[src/rtl/pe_pkg.sv]
// Shared constants, state encoding and a sizing helper for the PE operand feeder.
// Defaults here are the single source for module parameter defaults.
package pe_pkg;

  localparam int SIZE        = 8;
  localparam int L_RAM_SIZE  = 3;
  localparam int VECTOR_SIZE = 2 ** L_RAM_SIZE;
  localparam int TIMEOUT     = 255;

  typedef enum logic [1:0] {
    ST_FILL  = 2'd0,
    ST_START = 2'd1,
    ST_WAIT  = 2'd2,
    ST_OUT   = 2'd3
  } state_e;

  // Watchdog counter width, never narrower than one bit.
  function automatic int wd_width(input int timeout);
    int w;
    w = $clog2(timeout + 1);
    return (w < 1) ? 1 : w;
  endfunction

endpackage

[src/rtl/pe_feeder_ram.sv]
// Operand store: simple dual-port, read-first, registered read port.
// Only the output register is reset; the array keeps its contents.
module pe_feeder_ram
  import pe_pkg::*;
#(
  parameter int DATA_W = SIZE,
  parameter int ADDR_W = L_RAM_SIZE + 1
) (
  input  logic              aclk,
  input  logic              aresetn,
  input  logic              we_i,
  input  logic [ADDR_W-1:0] waddr_i,
  input  logic [DATA_W-1:0] wdata_i,
  input  logic [ADDR_W-1:0] raddr_i,
  output logic [DATA_W-1:0] rdata_o
);

  localparam int DEPTH = 2 ** ADDR_W;

  logic [DATA_W-1:0] mem_q [DEPTH];
  logic [DATA_W-1:0] rdata_q;

  always_ff @(posedge aclk) begin
    if (we_i) begin
      mem_q[waddr_i] <= wdata_i;
    end
  end

  // Separate read process: a same-cycle write to raddr is seen next access.
  always_ff @(posedge aclk) begin
    if (!aresetn) begin
      rdata_q <= '0;
    end else begin
      rdata_q <= mem_q[raddr_i];
    end
  end

  assign rdata_o = rdata_q;

endmodule

[src/rtl/pe_feeder.sv]
// Loads two operand vectors from an AXI-stream frame, kicks the PE controller,
// waits (with watchdog) for its result and forwards it as one output beat.
module pe_feeder
  import pe_pkg::*;
#(
  parameter int SIZE       = pe_pkg::SIZE,
  parameter int L_RAM_SIZE = pe_pkg::L_RAM_SIZE,
  parameter int TIMEOUT    = pe_pkg::TIMEOUT
) (
  input  logic                  aclk,
  input  logic                  aresetn,
  input  logic [SIZE-1:0]       s_tdata,
  input  logic                  s_tvalid,
  output logic                  s_tready,
  input  logic                  s_tlast,
  output logic                  pe_start,
  input  logic                  pe_done,
  input  logic [L_RAM_SIZE:0]   rdaddr,
  output logic [SIZE-1:0]       rddata,
  input  logic [SIZE-1:0]       pe_result,
  output logic [SIZE-1:0]       m_tdata,
  output logic                  m_tvalid,
  input  logic                  m_tready,
  output logic                  m_tlast,
  output logic                  err_len,
  output logic                  err_timeout,
  output logic [15:0]           frames_done,
  output state_e                dbg_state_o
);

  localparam int VECTOR_SIZE = 2 ** L_RAM_SIZE;
  localparam int AW          = L_RAM_SIZE + 1;
  localparam int WD_W        = wd_width(TIMEOUT);
  localparam logic [AW-1:0]   LAST_ADDR = AW'(2 * VECTOR_SIZE - 1);
  localparam logic [WD_W-1:0] WD_LAST   = WD_W'(TIMEOUT - 1);

  state_e            state_q, state_d;
  logic [AW-1:0]     wcnt_q, wcnt_d;
  logic [WD_W-1:0]   wd_q, wd_d;
  logic [SIZE-1:0]   result_q, result_d;
  logic [15:0]       frames_q, frames_d;
  logic              ready_q, ready_d;
  logic              err_len_q, err_len_d;
  logic              err_to_q, err_to_d;
  logic              mem_we;

  // Handshakes: a beat transfers on a rising edge where valid && ready; the
  // source holds data/last stable while valid is high and ready is low.
  // s_tready is registered and equals "state is FILL" outside the first
  // cycle after reset.
  always_ff @(posedge aclk) begin
    if (!aresetn) begin
      state_q   <= ST_FILL;
      wcnt_q    <= '0;
      wd_q      <= '0;
      result_q  <= '0;
      frames_q  <= '0;
      ready_q   <= 1'b0;
      err_len_q <= 1'b0;
      err_to_q  <= 1'b0;
    end else begin
      state_q   <= state_d;
      wcnt_q    <= wcnt_d;
      wd_q      <= wd_d;
      result_q  <= result_d;
      frames_q  <= frames_d;
      ready_q   <= ready_d;
      err_len_q <= err_len_d;
      err_to_q  <= err_to_d;
    end
  end

  always_comb begin
    state_d   = state_q;
    wcnt_d    = wcnt_q;
    wd_d      = wd_q;
    result_d  = result_q;
    frames_d  = frames_q;
    err_len_d = 1'b0;
    err_to_d  = 1'b0;
    mem_we    = 1'b0;

    unique case (state_q)
      ST_FILL: begin
        if (s_tvalid && ready_q) begin
          mem_we = 1'b1;
          if (wcnt_q == LAST_ADDR) begin
            // A missing tlast on the final beat is flagged but not fatal.
            wcnt_d    = '0;
            err_len_d = !s_tlast;
            state_d   = ST_START;
          end else if (s_tlast) begin
            wcnt_d    = '0;
            err_len_d = 1'b1;
          end else begin
            wcnt_d = wcnt_q + 1'b1;
          end
        end
      end
      ST_START: begin
        wd_d    = '0;
        state_d = ST_WAIT;
      end
      ST_WAIT: begin
        if (pe_done) begin
          result_d = pe_result;
          state_d  = ST_OUT;
        end else if (wd_q == WD_LAST) begin
          err_to_d = 1'b1;
          state_d  = ST_FILL;
        end else begin
          wd_d = wd_q + 1'b1;
        end
      end
      ST_OUT: begin
        if (m_tready) begin
          frames_d = frames_q + 16'd1;
          state_d  = ST_FILL;
        end
      end
      default: state_d = ST_FILL;
    endcase

    ready_d = (state_d == ST_FILL);
  end

  pe_feeder_ram #(
    .DATA_W (SIZE),
    .ADDR_W (AW)
  ) u_ram (
    .aclk    (aclk),
    .aresetn (aresetn),
    .we_i    (mem_we && aresetn),
    .waddr_i (wcnt_q),
    .wdata_i (s_tdata),
    .raddr_i (rdaddr),
    .rdata_o (rddata)
  );

  assign s_tready    = ready_q;
  assign pe_start    = (state_q == ST_START);
  assign m_tvalid    = (state_q == ST_OUT);
  assign m_tdata     = result_q;
  assign m_tlast     = 1'b1;
  assign err_len     = err_len_q;
  assign err_timeout = err_to_q;
  assign frames_done = frames_q;
  assign dbg_state_o = state_q;

endmodule

[config.mk]
export PLATFORM = sky130hd
export DESIGN_NAME = pe_feeder
export DESIGN_NICKNAME = d
export VERILOG_FILES = /design/src/rtl/pe_pkg.sv /design/src/rtl/pe_feeder_ram.sv /design/src/rtl/pe_feeder.sv
export SDC_FILE = /design/constraint.sdc
export NUM_CORES = 1
export LEC_CHECK = 0
export ABC_AREA = 1
export BUFFER_PORTS_ARGS = -buffer_cell sky130_fd_sc_hd__buf_2
export CAP_MARGIN = 20
export CORE_MARGIN = 8
export CORE_UTILIZATION = 40
export DETAILED_ROUTE_END_ITERATION = 8
export GPL_ROUTABILITY_DRIVEN = 1
export PLACE_DENSITY = 0.59
export SETUP_SLACK_MARGIN = 0.05
export SYNTH_ARGS = -nofsm -noshare
export SYNTH_HDL_FRONTEND = slang
export SYNTH_SLANG_ARGS = --single-unit
[constraint.sdc]
create_clock -name aclk -period 3.6 [get_ports aclk]
set_clock_uncertainty 0.15 [all_clocks]
set_input_delay 0.72 -clock aclk [delete_from_list [all_inputs] [get_ports aclk]]
set_output_delay 0.72 -clock aclk [all_outputs]
set_load 0.02 [all_outputs]
==> metrics.md, run 1 <==
| Metric | Value |
|---|---|
| Clk Latency, worst-skew pair | 0.42 ns |
| HP Start | m_tdata[7] |
| DP HPWL | 11400 um |
| Worst Hold Path Cells | 2 |
| Final Hold Violating Endpoints | 0 |
| # port buffers | 64 |
| Via density per instance | 4.97 |
| Final WL | 17600 um |
| Cell variety after synth | 32 |
| Yosys Warn Count | 0 |
| Layout area overhead | 14.4% |
| Final critical-path share of the clock period | 0.746 |
| Worst r2r dst | u_ram.mem_q[4][2] |
| FF-to-FF setup slack | 0.92 ns |
| Die Span X | 152 um |
| Core area | 18500 um^2 |
| Crit Path Max Fanout | 8 |
| Most frequent cells in the layout | nor2_1 (159), edfxtp_1 (128), nand2_1 (112), o21ai_0 (69), buf_2 (64) |
| Max-cap violations | 0 |
| Worst r2r path cells | 6 |
| Fin. max-slew vios | 0 |
| Post-Syn Area | 7450 um^2 |
| Reg2reg start | dbg_state_o[1] |
| Pwr dens | 485 nW/um^2 |
| FP Rows | 50 |
| Maximum vdd ir drop | 350 uV |
| Die H | 152 um |
| CP arrival | 2.59 ns |
| CTS root buf | clkbuf_16 |
| Num CTS Buffers | 17 |
| Share of layout cells above drive strength 1 | 0.150 |
| Clk slew on worst S/H paths | 0.07 ns |
| CP Launch Type | flip-flop |
| Final setup TNS | 0 ns |
| Commonest non-fill, non-tap cell in the layout | nor2_1 |
| Number of clock sinks | 177 |
| Die footprint | 23300 um^2 |
| Initial antenna violation count | 0 |
| DRT antenna net count | 0 |
| Syn_nets | 781 |
| Setup violators final | 0 |
| Maximum clock path buffer count | 2 |
| Setup CP Type | flip-flop to flip-flop |
| Worst Hold Endpoint | m_tdata[7] |
| Largest net degree at the start of global routing | 65 |
| Cell count after synthesis | 743 |
| Initial Util | 0.402 |
| RSZ-0062 raised after global routing | no |
| TritonCTS clock tree | built |
| # DRC | 0 |
| Drt wl/cell | 16.7 um |
| First-pass GRT wire length | 27900 um |
| Setup WS post-layout | 0.915 ns |
| I/O pins | 66 |
| Critical Path End Type | flip-flop |
| Number of global-route vias before repair | 5162 |
| Post-synthesis area per instance | 10.0 um^2 |
| Gr ovfl total | 0 |
| Least-Margin Pin Slew | 0.728 ns |
| Post-synthesis sequential area ratio | 0.647 |
| Worst slack, placed | 0.811 ns |
| GPL Wtd Cong | 0.798 |
| HP Class | flip-flop to flip-flop |
| #FFs+latches synth | 177 |
| WP data required | 3.51 ns |
| CTS resizes | 0 |
| Postcts setup bufs | 0 |
| Maximum clock rate | 372 MHz |
| Htree depth | 4 |
| Drt first pass iters | 6 |
| NumNets Final | 846 |
| 1st-iter DRT viols | 369 |
| # diodes | 0 |
| All-Layer GR Usage | 0.154 |
| Hold buffer count at cts | 0 |
| Rel. slew slack | 0.513 |
| Leakage | 3.18 nW |
| Status | finished clean |
| Min cycle time layout | 2.68 ns |
| Vias | 5245 |
through the flow:
stage / instances / cell area (um^2) / util / hold slack [ns] / total power (W)
6_report: 1055 / 8530 / 0.460 / 0.334 / 0.00414
5_1_grt: 1055 / 8530 / 0.460 / 0.320 / 0.00427
2_1_floorplan: 743 / 7450 / - / 0.310 / 0.00237
3_5_place_dp: 1023 / 7980 / 0.431 / 0.322 / 0.00246
3_3_place_gp: 1023 / 7980 / 0.431 / 0.308 / 0.00246
4_1_cts: 1055 / 8530 / 0.460 / 0.320 / 0.00417
how the worst max path moves through the flow:
| stage | start | endpoint | slack [ns] | cells after the start |
|---|---|---|---|---|
| 6_report | dbg_state_o[1] | u_ram.mem_q[4][2] | 0.92 | 6 |
| 5_1_grt | dbg_state_o[0] | u_ram.mem_q[5][2] | 0.68 | 6 |
| 4_1_cts | dbg_state_o[0] | u_ram.mem_q[6][4] | 0.93 | 6 |
| 3_5_place_dp | s_tvalid | u_ram.mem_q[6][0] | 0.81 | 5 |
| 3_3_place_gp | s_tvalid | u_ram.mem_q[6][3] | 0.83 | 5 |
| 2_1_floorplan | s_tvalid | u_ram.mem_q[8][0] | 1.0 | 4 |
area by class of cell:
type / count / area [um^2]
clock buffer: 18 / 429
tap: 234 / 293
multi-input combinational: 487 / 2270
sequential: 177 / 4820
timing repair buffer: 76 / 410
fill: 1761 / 9990
inverter: 49 / 184
clock inverter: 14 / 116
report_power, final:
part | switching, W | internal, W
Sequential | 0.00000534 | 0.00219
Combinational | 0.000158 | 0.0000592
Clock | 0.000771 | 0.000948
Total | 0.000934 | 0.00320
state kept, by name, indices dropped and copies added, names as in the netlist:
| register | flops |
|---|---|
| dbg_state_o | 2 |
| u_ram.rdata_o | 8 |
| err_timeout | 1 |
| s_tready | 1 |
| u_ram.mem_q | 128 |
| frames_done | 16 |
| wcnt_q | 4 |
| m_tdata | 8 |
| err_len | 1 |
| wd_q | 8 |
synth_stat cells (all sizes together):
cell type,count,share of area
buf,20,0.019
nor4,1,0.00084
ha,12,0.020
nor2,165,0.086
nand4,4,0.0034
clkbuf,10,0.0050
nand2,115,0.060
dfxtp,49,0.13
conb,1,0.00050
o211a,1,0.0013
nor3b,1,0.0010
edfxtp,128,0.52
o211ai,5,0.0050
a21oi,30,0.020
o21ai,75,0.050
nand3b,1,0.0015
o21bai,1,0.0010
nand3,63,0.044
nor3,9,0.0060
o22ai,1,0.00084
xor2,2,0.0024
inv,49,0.025
routing by layer:
metal  vias to the layer above  routed length (um)  GRT usage
li1                       2639                   -          -
met1                      2423                8110      0.195
met2                       162                7750      0.236
met3                        21                1420     0.0624
met4                         0                 303     0.0509
met5                         -                   0          0
kinds of logic (layout without fill, tap and decap cells):
kind of cell / Yosys count / after routing / synth area share
buf+inv: 79 / 157 / 0.0490
xor+xnor: 2 / 2 / 0.00235
other cells: 1 / 1 / 0.000503
fa+ha+maj: 12 / 12 / 0.0201
simple gates: 359 / 359 / 0.202
compound gates: 113 / 113 / 0.0787
flops: 177 / 177 / 0.647
critical path, cell delays in order, from the launching register on:
cell and delay [ns]:
dfxtp_1 0.35, inv_1 0.15, ha_1 0.18, nand3_1 0.20, nor2_1 0.43, nand3_1 0.24
nor2_1 0.62
No activity file was read; power rests on OpenSTA's default activity.
==> run 2: changes to the inputs <==
==> constraint.sdc (replaced) <==
create_clock -name aclk -period 2.6 [get_ports aclk]
set_clock_uncertainty 0.15 [all_clocks]
set_input_delay 0.52 -clock aclk [delete_from_list [all_inputs] [get_ports aclk]]
set_output_delay 0.52 -clock aclk [all_outputs]
set_load 0.02 [all_outputs]
==> run 2 against run 1 <==
Net effect: critical path depth increased by 2; maximum frequency increased by 26%; first-iteration DRC count increased by 26%; global-route usage increased by 0.47 points; register-to-register slack got worse by 0.44 ns; non-clock buffer count increased by 12; sequential share of layout area decreased by 0.98 points; total power increased by 44%; hold slack got worse by 0.19 ns.
==> metrics.md, run 2 (synthesis results as in run 1) <==
| Metric | Value |
|---|---|
| Crit Path Max Fanout | 8 |
| Drt first pass iters | 6 |
| Drt wl/cell | 17.0 um |
| # DRC | 0 |
| # fillers | 1726 |
| WP data required | 2.58 ns |
| Die Span X | 152 um |
| Initial antenna violation count | 0 |
| CP arrival | 2.11 ns |
| Clk slew on worst S/H paths | 0.06 ns |
| Pwr dens | 685 nW/um^2 |
| Die H | 152 um |
| Final critical-path share of the clock period | 0.818 |
| DP HPWL | 11900 um |
| CP Launch Type | flip-flop |
| RSZ-0062 raised after global routing | no |
| Maximum vdd ir drop | 451 uV |
| Via density per instance | 5.09 |
| Clk Latency, worst-skew pair | 0.42 ns |
| Rel. slew slack | 0.634 |
| CTS root buf | clkbuf_16 |
| Max-cap violations | 0 |
| First-pass GRT wire length | 29000 um |
| Status | finished clean |
| Commonest non-fill, non-tap cell in the layout | nor2_1 |
| Gr ovfl total | 0 |
| Largest register by flop count | u_ram.mem_q |
| NumNets Final | 858 |
| Fin. max-slew vios | 0 |
| Final Hold Violating Endpoints | 0 |
| Min Hold Slack | 0.141 ns |
| Max reg flops | 128 |
| Least-Margin Pin Slew | 0.548 ns |
| Setup violators final | 0 |
| Final setup TNS | 0 ns |
| Crit-path cells | inv_1 > ha_1 > nand3_1 > nor2_1 > buf_4 > inv_1 > nor4_2 > buf_4 |
| Num CTS Buffers | 17 |
| Share of layout cells above drive strength 1 | 0.162 |
| Hold buffer count at cts | 0 |
| Postcts setup bufs | 0 |
| I/O pins | 66 |
| DRT antenna net count | 0 |
| CTS resizes | 0 |
| Die footprint | 23300 um^2 |
| 1st-iter DRT viols | 464 |
| FP Rows | 50 |
| Critical Path End Type | flip-flop |
| # diodes | 0 |
| Maximum clock path buffer count | 2 |
| Initial Util | 0.402 |
| Layout area overhead | 16.4% |
| Htree depth | 4 |
| HP Class | input pin to flip-flop |
| All-Layer GR Usage | 0.159 |
| CP max-delay cell | dfxtp_1 |
| Largest net degree at the start of global routing | 44 |
| Number of global-route vias before repair | 5234 |
| Slowest cell delay on critical path | 0.36 ns |
| Min cycle time layout | 2.13 ns |
| Core area | 18500 um^2 |
| Final WL | 18100 um |
| Maximum clock rate | 470 MHz |
| TritonCTS clock tree | built |
| Leakage | 3.26 nW |
| GPL Wtd Cong | 0.764 |
| Setup CP Type | flip-flop to flip-flop |
| Vias | 5433 |
| Number of clock sinks | 177 |
| Most frequent cells in the layout | nor2_1 (159), edfxtp_1 (128), nand2_1 (112), o21ai_0 (69), buf_2 (64) |
| # port buffers | 64 |
[run 2: cell types whose count changed in the layout (fill, tap and decap cells not counted)]
cell / previous run / this run
buf_4: 12 / 24
bufinv_16: 1 / 3
clkbuf_1: 1 / 2
clkbuf_8: 0 / 1
clkinv_1: 1 / 0
clkinv_2: 5 / 1
clkinvlp_4: 3 / 5
inv_6: 2 / 1
[run 2: final cells by class]
| type | instances | area, um^2 | share of cell area |
|---|---|---|---|
| clock buffer | 20 | 447 | 0.0515 |
| inverter | 49 | 184 | 0.0212 |
| clock inverter | 12 | 159 | 0.0183 |
| sequential | 177 | 4820 | 0.556 |
| tap | 234 | 293 | 0.0337 |
| timing repair buffer | 88 | 500 | 0.0577 |
| multi-input combinational | 487 | 2270 | 0.261 |
[run 2: layer usage]
layer / track usage / share of wire / up-vias
met3: 0.0471 / 0.071 / 18
met4: 0.0462 / 0.013 / 0
met5: 0 / 0 / -
li1: - / - / 2665
met1: 0.211 / 0.46 / 2557
met2: 0.247 / 0.46 / 193
[run 2: where the power goes]
group | switching (W) | internal (W) | leakage (nW)
logic | 0.000220 | 0.0000848 | 1.43
registers | 0.00000722 | 0.00304 | 1.55
clock network | 0.00105 | 0.00154 | 0.279
total | 0.00128 | 0.00466 | 3.26
[run 2: worst max-delay path, delay by kind of cell (launching register included)]
family	cells	cell delay (ns)
adder cells (fa/ha/maj)	1	0.16
flip-flops	1	0.36
buffers and inverters	4	0.61
AND/OR/NAND/NOR	3	0.55
[run 2: through the flow]
stage	cells	total power [W]	utilization	setup slack [ns]	area [um^2]
final	1067	0.00594	0.469	0.474	8680
after floorplan	743	0.00329	-	0.0506	7450
after CTS	1067	0.00601	0.469	0.467	8680
after global placement	1035	0.00341	0.436	0.448	8070
after global routing	1067	0.00615	0.469	0.184	8680
after detailed placement	1035	0.00341	0.436	0.482	8070
[run 2: worst paths after layout]
path / startpoint / endpoint / cells after the start / slack (ns)
max: dbg_state_o[1] / u_ram.mem_q[8][5] / 8 / 0.47
min: pe_done / err_timeout / 2 / 0.14
max reg2reg: dbg_state_o[1] / u_ram.mem_q[8][5] / 8 / 0.47
min reg2reg: m_tdata[0] / m_tdata[0] / 2 / 0.33
